`src/rtl/instr_sequencer.sv`:
```
// instr_sequencer
// Issues a preloaded program of 16-bit instructions to the control unit one
// word at a time. Each word stays on the bus for as many cycles as its opcode
// needs.
//
// Opcodes: 000 NOP and 001 LOAD_ADDR are held 1 cycle. 010 LOAD_WEIGHT and
// 011 LOAD_INPUTS are held LOAD_CYCLES cycles. 100 VALID is held until
// compute_done. 111 HALT ends the program and is never driven. 101 and 110
// are illegal.
//
// Ports:
//   clk           clock, all state on rising edge
//   reset         asynchronous reset, active low
//   prog_we       push prog_data into the program FIFO
//   prog_data     instruction word, [15:13] opcode, [12:0] operand
//   prog_full     FIFO full
//   prog_count    FIFO occupancy
//   start         begin issuing (honoured only when idle)
//   compute_done  array finished the current compute
//   instruction   registered instruction to the control unit
//   busy          high whenever not idle
//   done          one-cycle pulse at program end
//   error         sticky: illegal opcode or write while full; start clears it
//
// State   | meaning
// --------+---------------------------------------------------------------
// IDLE    | bus at 0, waiting for start
// ISSUE   | single-cycle word on the bus
// HOLD    | load word on the bus, hold counter counting down to 0
// WAIT    | compute word on the bus until compute_done
// FINISH  | bus at 0, done pulse, back to IDLE next cycle
module instr_sequencer #(
    parameter int DEPTH       = 16,
    parameter int LOAD_CYCLES = 4,
    parameter int CW          = $clog2(DEPTH + 1)
) (
    input  logic          clk,
    input  logic          reset,
    input  logic          prog_we,
    input  logic [15:0]   prog_data,
    output logic          prog_full,
    output logic [CW-1:0] prog_count,
    input  logic          start,
    input  logic          compute_done,
    output logic [15:0]   instruction,
    output logic          busy,
    output logic          done,
    output logic          error
);

    localparam int AW = $clog2(DEPTH);
    localparam int HW = (LOAD_CYCLES > 1) ? $clog2(LOAD_CYCLES) : 1;

    typedef enum logic [2:0] {
        S_IDLE,
        S_ISSUE,
        S_HOLD,
        S_WAIT,
        S_FINISH
    } state_t;

    state_t         state_q, state_d;
    logic [15:0]    mem [DEPTH];
    logic [AW-1:0]  wr_ptr, rd_ptr;
    logic [CW-1:0]  count;
    logic [HW-1:0]  hold_q, hold_d;
    logic [15:0]    instr_d;
    logic [15:0]    head;
    logic           fifo_empty, push, pop, word_end;
    logic           err_set, err_clr;

    assign fifo_empty = (count == '0);
    assign prog_full  = (count == CW'(DEPTH));
    assign prog_count = count;
    assign push       = prog_we & ~prog_full;
    assign head       = mem[rd_ptr];
    assign busy       = (state_q != S_IDLE);
    assign done       = (state_q == S_FINISH);

    // Storage is not reset; occupancy and pointers alone define the contents.
    always_ff @(posedge clk) begin
        if (push) begin
            mem[wr_ptr] <= prog_data;
        end
    end

    always_ff @(posedge clk or negedge reset) begin
        if (!reset) begin
            wr_ptr <= '0;
            rd_ptr <= '0;
            count  <= '0;
        end else begin
            if (push) wr_ptr <= wr_ptr + AW'(1);
            if (pop)  rd_ptr <= rd_ptr + AW'(1);
            case ({push, pop})
                2'b10:   count <= count + CW'(1);
                2'b01:   count <= count - CW'(1);
                default: count <= count;
            endcase
        end
    end

    always_comb begin
        state_d  = state_q;
        instr_d  = instruction;
        hold_d   = hold_q;
        pop      = 1'b0;
        word_end = 1'b0;
        err_set  = prog_we & prog_full;
        err_clr  = 1'b0;

        case (state_q)
            S_IDLE: begin
                if (start) begin
                    err_clr = 1'b1;
                    if (fifo_empty) state_d = S_FINISH;
                    else            pop = 1'b1;
                end
            end
            S_ISSUE: word_end = 1'b1;
            S_HOLD: begin
                if (hold_q == '0) word_end = 1'b1;
                else              hold_d = hold_q - HW'(1);
            end
            S_WAIT:   word_end = compute_done;
            S_FINISH: state_d = S_IDLE;
            default:  state_d = S_IDLE;
        endcase

        // Popping on the same edge that ends a hold gives gap-free issue.
        if (word_end) begin
            if (fifo_empty) begin
                instr_d = 16'h0000;
                state_d = S_FINISH;
            end else begin
                pop = 1'b1;
            end
        end

        if (pop) begin
            instr_d = head;
            case (head[15:13])
                3'b000, 3'b001: state_d = S_ISSUE;
                3'b010, 3'b011: begin
                    hold_d  = HW'(LOAD_CYCLES - 1);
                    state_d = S_HOLD;
                end
                3'b100: state_d = S_WAIT;
                3'b111: begin
                    instr_d = 16'h0000;
                    state_d = S_FINISH;
                end
                default: begin
                    instr_d = 16'h0000;
                    err_set = 1'b1;
                    state_d = S_FINISH;
                end
            endcase
        end
    end

    // A new error event wins over the clear from start in the same cycle.
    always_ff @(posedge clk or negedge reset) begin
        if (!reset) begin
            state_q     <= S_IDLE;
            instruction <= 16'h0000;
            hold_q      <= '0;
            error       <= 1'b0;
        end else begin
            state_q     <= state_d;
            instruction <= instr_d;
            hold_q      <= hold_d;
            if (err_set)      error <= 1'b1;
            else if (err_clr) error <= 1'b0;
        end
    end

endmodule

```
`config.mk`:
```
export PLATFORM = sky130hd
export DESIGN_NAME = instr_sequencer
export DESIGN_NICKNAME = d
export VERILOG_FILES = /design/src/rtl/instr_sequencer.sv
export SDC_FILE = /design/constraint.sdc
export NUM_CORES = 1
export LEC_CHECK = 0
export CORE_ASPECT_RATIO = 0.6
export CORE_MARGIN = 3
export CORE_UTILIZATION = 29
export CTS_CLUSTER_SIZE = 30
export DETAILED_ROUTE_END_ITERATION = 10
export GPL_TIMING_DRIVEN = 0
export PLACE_DENSITY_LB_ADDON = 0.05
export SLEW_MARGIN = 25
export SYNTH_ARGS = -nofsm -noshare
export SYNTH_HDL_FRONTEND = slang
export SYNTH_SLANG_ARGS = --single-unit
```
`constraint.sdc`:
```
create_clock -name clk -period 4.62 [get_ports clk]
set_input_delay 0.693 -clock clk [delete_from_list [all_inputs] [get_ports clk]]
set_output_delay 0.693 -clock clk [all_outputs]
set_load 0.02 [all_outputs]
```
== Word level (Yosys, flattened, before mapping) ==
Memories as Yosys holds them, arrays and structs flattened.
Cells that the tools add are included.
Operators by class
  $add $sub $neg: 5
  eq/ne operators: 12
  muxes and demuxes: 31
  bitwise gates (word level): 3
  reduce and logical (&&, ||, !) cells: 15
Operators with widths (number)
  $mux W16: 4
  $mux W3: 5
  $mux W1: 14
  $eq A3 B2 Y1 const B: 4
  $pmux W5 S2: 1
  $eq A3 B3 Y1 const B: 3
  $pmux W3 S3: 1
  $add A4 B1 Y4 const B: 2
  $mux W2: 4
  $reduce_bool A2 Y1: 4
  $eq A3 B1 Y1 const B: 2
  $logic_not A3 Y1: 2
  $pmux W3 S2: 1
  $reduce_or A6 Y1: 1
  $add A5 B1 Y5 const B: 1
  $eq A5 B5 Y1 const B: 1
  $logic_not A5 Y1: 1
  $reduce_or A5 Y1: 1
  $sub A5 B1 Y5 const B: 1
  $reduce_or A2 Y1: 2
  $pmux W1 S3: 1
  $reduce_bool A3 Y1: 1
  $reduce_or A3 Y1: 1
  $and A1 B1 Y1: 2
  6 further kinds: 6
Word-level totals
  bits in registers: 35
  RAM bits: 256
  input port bits: 21
  output and inout bits: 25
  word-level logic and storage cells: 74
  memories: 1
Memory list
  mem: depth 16, bits a word 16, rd ports 1, clocked after Yosys merged registers in 0, wr ports 1, line 63  | logic [15:0] mem [DEPTH];

== Depth between registers and ports, before layout ==
  depth after elaboration: 8
  mapped depth: 15
  gate-level depth less buffers: 12

== Worst setup path before layout ==
No wires, ideal clock.
  path kind: flip-flop to flip-flop
  start point: register state_q[0]
  end point: register count[4] (netlist: prog_count[4])
  library setup time: 0.080 ns
  arrival time: 3.382 ns
  required time: 4.540 ns
  slack: 1.159 ns
  stages on the path, launching flop included: 15
  buffers on the path: 2
  period minus slack after synthesis: 3.461 ns
  cell sequence: dfrtp_1 > or3_1 > nor2_1 > o21ai_1 > inv_2 > buf_1 > ha_1 > clkbuf_1 > xor2_1 > ha_1 > a21boi_0 > o221ai_1 > a21o_1 > a21oi_1 > xor2_1
Between the ends
  word-level cells in the longest chain between the ends: 6
  elaborated cells on any way between the ends: 12
  classes of those cells: eq/ne (5); mux (5); reduce/logical (2)
RTL lines
  start, declared: line 62  | state_t state_q, state_d;
  start signal, assigned: line 170  | state_q <= state_d;
  $logic_not A3 Y1: line 112  | case (state_q)
  $mux W1: line 112
  $mux W1: line 132  | if (fifo_empty) begin
  $mux W1 (*): line 131  | if (word_end) begin
  named net pop: line 69  | logic fifo_empty, push, pop, word_end;
  $eq A2 B1 Y1 / $eq A2 B2 Y1 (equally long branches): line 95  | case ({push, pop})
  $pmux W5 S2 / $reduce_bool A2 Y1 (equally long branches)
  end signal, assigned: line 96  | 2'b10: count <= count + CW'(1);
  end signal, assigned: line 97  | 2'b01: count <= count - CW'(1);
  end signal, assigned: line 98  | default: count <= count;
  end, declared: line 65  | logic [CW-1:0] count;
Mark *: on every way through the listed nets, which the timed path passes. The rest lies on a longest branch.
A chain may end at the register's enable or synchronous reset.

== Final worst setup path ==
  start point: register count[1] (netlist: prog_count[1])
  end point: register count[4] (netlist: prog_count[4])
Between the ends
  word-level cells in the longest chain between the ends: 8
  elaborated cells on any way between the ends: 15
  classes of those cells: add/sub (2); eq/ne (3); mux (6); bitwise (2); reduce/logical (2)
RTL lines
  $logic_not A5 Y1: line 72  | assign fifo_empty = (count == '0);
  $mux W1: line 116  | if (fifo_empty) state_d = S_FINISH;
  $mux W1: line 114  | if (start) begin
  $mux W1: line 112
  $mux W1: line 132
  $mux W1: line 131
  $eq A2 B1 Y1 / $eq A2 B2 Y1 (equally long branches): line 95
  $pmux W5 S2 / $reduce_bool A2 Y1 (equally long branches)
Parallel ways exist; a longest one is shown, timed or not.

==> flow_summary.yaml <==
status:
  outcome: "finished, final reports clean"
synth:
  ys.flop_type: "edfxtp_1"
  synth_area_um2: 11500
  syn_nets: 571
  synth_top_family_by_area: "multiplexers"
  synth-compound-area-share: 0.0270
  synth_top_cell_area_share: 0.667
  yosysMostFrequentCell: "edfxtp_1"
  ys_ff_latch: 291
  ys_seq_area_frac: 0.743
  synthTopCellsByArea: "edfxtp_1, mux4_1, dfrtp_1"
  synth-edff-count: 256
  yosys-mux-area-fraction: 0.165
  syn_avg_cell_area_um2: 21.3
  synth_xor_area_frac: 0.00987
  synth_common_cells: "edfxtp_1, mux4_1, mux4_2, dfrtp_1, nand2_1"
  yosysWarnings: 0
  synth.distinct_cells: 44
  synth_cells: 541
  async_flop_share: 0.120
  synth_simple_gate_area_frac: 0.0291
  synth-adder-area-share: 0.00977
  yosysTopAreaCell: "edfxtp_1"
run:
  cap_viol_max_count: 0
sta:
  skew_ps: 9.15
  fmax_mhz: 255
  hold_slack_ps: 72.8
  post-route-min-period_ps: 3920
  finalSetupViolations: 0
  maxSlewViolCount: 0
  tightest_slew_ps: 1030
  relSlewSlack: 0.315
  rsz0062_at_grt: "no"
  hold_violations: 0
  fin_crit_sh: 0.849
floorplan:
  rows: 55
  dieArea_um2: 42300
  core-area_um2: 38500
  die_x_um: 263
  dieHeight_um: 160
  boundaryPins: 46
  initial_utilization: 0.300
finish:
  fillers: 3536
  multi_input_area_um2: 2890
  stdcell_count: 1177
  fin_nets: 671
  diodes: 0
  syn_to_final_growth_pct: 21.7
  drive_above_1_share: 0.209
  fin_util: 0.365
  seq_area_um2: 8560
detailed_routing:
  wl_per_cell_um: 26.1
  drcViolationCount: 0
  drtIter0Drc: 497
  ant_nets: 0
  wirelength_um: 30800
  viasPerCell: 4.87
  via_count: 5731
  firstDrtPassIters: 5
grt:
  grt.overflow.total: 0
  grt_pass1_wl_um: 44400
  grt_max_degree: 24
  grt_pass1_vias: 6006
  grtUsageTotal: 0.147
  antenna_found_initial: 0
placement:
  portBuffers: 45
  dp_cells: 1124
  gp_congestion: 0.723
  place_hpwl_um: 20900
critical_path:
  crit_arrival_ps: 4400
  worstSetupPathType: "reg2reg"
  worstSetupEndpointType: "flop"
  slowest_stage: "nor4_1"
  required_ps: 5100
  crit_fanout: 19
  worstPathCellList: "clkbuf_1 > nor4_1 > nand2b_1 > o21ai_1 > inv_2 > ha_1 > clkbuf_1 > xor2_1 > ha_1 > a21boi_0 > o221ai_1 > a21o_1 > a21oi_1 > xor2_1"
  worstSetupStartpointType: "flop"
  critPathMaxStageDelay_ps: 450
  r2r_setup_slack_ps: 700
clocking:
  cts-root-buf: "clkbuf_16"
  clk_pin_slew_ps: 70
  h-tree-depth: 1
  numCtsBuffers: 29
  clock_latency_ps: 560
  cts.sinks: 291
  clk_path_buf_depth: 3
  cts_tree: "done"
  post-cts-setup-buffers: 0
power:
  power.density_nw_per_um2: 628
  leakagePower_nw: 4.66
  total_power_mw: 8.81
  ir_drop_uv: 275
worst_hold_path:
  hold_class: "in2async"
## power breakdown
group / leakage (nW) / internal (mW) / total, mW / switching [mW]
Clock: 0.430 / 1.21 / 2.20 / 0.998
Combinational: 1.48 / 1.40 / 3.20 / 1.80
Sequential: 2.75 / 3.25 / 3.40 / 0.155
## metrics by stage
step / setup slack, ps / instance area, um^2 / TNS [ps]
5_1_grt: 277 / 14000 / 0
2_1_floorplan: 1160 / 11500 / 0
6_report: 699 / 14000 / 0
4_1_cts: 155 / 14000 / 0
3_5_place_dp: -160 / 13200 / -160
3_3_place_gp: -762 / 12600 / -46190
## layout by cell type, fill, tap and decap left out, types with 8 or more instances in the layout
master,instances
clkinv_1,8
mux4_1,41
clkdlybuf4s50_1,44
edfxtp_1,256
nand3_1,10
buf_4,14
clkinv_2,8
nor2_1,9
a32o_1,14
ha_1,9
nor2_4,12
clkbuf_16,29
buf_16,11
clkbuf_1,16
mux4_2,36
nand2_1,26
dfrtp_1,35
## critical path, delay by kind of cell (launching register included)
| family | cells | cell delay, ps |
|---|---|---|
| AOI/OAI and AO/OA | 5 | 1140 |
| buffers and inverters | 3 | 800 |
| and+or+nand+nor | 2 | 640 |
| adders and majority gates | 2 | 550 |
| DFF | 1 | 390 |
| xor gates and xnor gates | 2 | 330 |
## flip-flops by register name, indices dropped and copies added, names as in the netlist
| signal | flops |
|---|---|
| mem | 256 |
| error | 1 |
| prog_count | 5 |
| rd_ptr | 4 |
| instruction | 16 |
| state_q | 3 |
| hold_q | 2 |
| wr_ptr | 4 |
## worst paths after layout
check                                       startpoint                          end  cells after the start
max                          prog_count[1]$_DFFE_PN0P_    prog_count[4]$_DFFE_PN0P_                     14
min                                              reset  instruction[13]$_DFFE_PN0P_                      1
max reg2reg                  prog_count[1]$_DFFE_PN0P_    prog_count[4]$_DFFE_PN0P_                     14
min reg2reg                instruction[14]$_DFFE_PN0P_  instruction[14]$_DFFE_PN0P_                      2
max in group asynchronous                        reset  instruction[12]$_DFFE_PN0P_                      2
min in group clk           instruction[14]$_DFFE_PN0P_  instruction[14]$_DFFE_PN0P_                      2
## kinds of logic after synthesis
kind of cell	Yosys count
buffers and inverters	35
XOR/XNOR	13
flip-flops	291
AO/OA/AOI/OAI	40
adder cells (fa/ha/maj)	9
multiplexers	78
AND/OR/NAND/NOR	75
## metal layers
layer  share of wire  vias to the layer above  global-route usage
li1                -                     2476                   -
met1            0.49                     3095               0.218
met2            0.46                      125               0.231
met3           0.042                       35              0.0253
met4           0.013                        0              0.0255
met5               0                        -                   0
## repair_timing
action | in CTS | in global routing
gates resized for setup | 0 | 0
endpoints found under the setup margin | 0 | 1
hold buffers | 0 | 0
## area by class of cell
type / instances / area share
Buffer: 26 / 0.0118
Multi-Input combinational cell: 215 / 0.206
Clock inverter: 20 / 0.00892
Clock buffer: 34 / 0.0530
Sequential cell: 291 / 0.610
Tap cell: 513 / 0.0457
Timing Repair Buffer: 70 / 0.0626
Inverter: 8 / 0.00214
No activity file was read; power rests on OpenSTA's default activity.
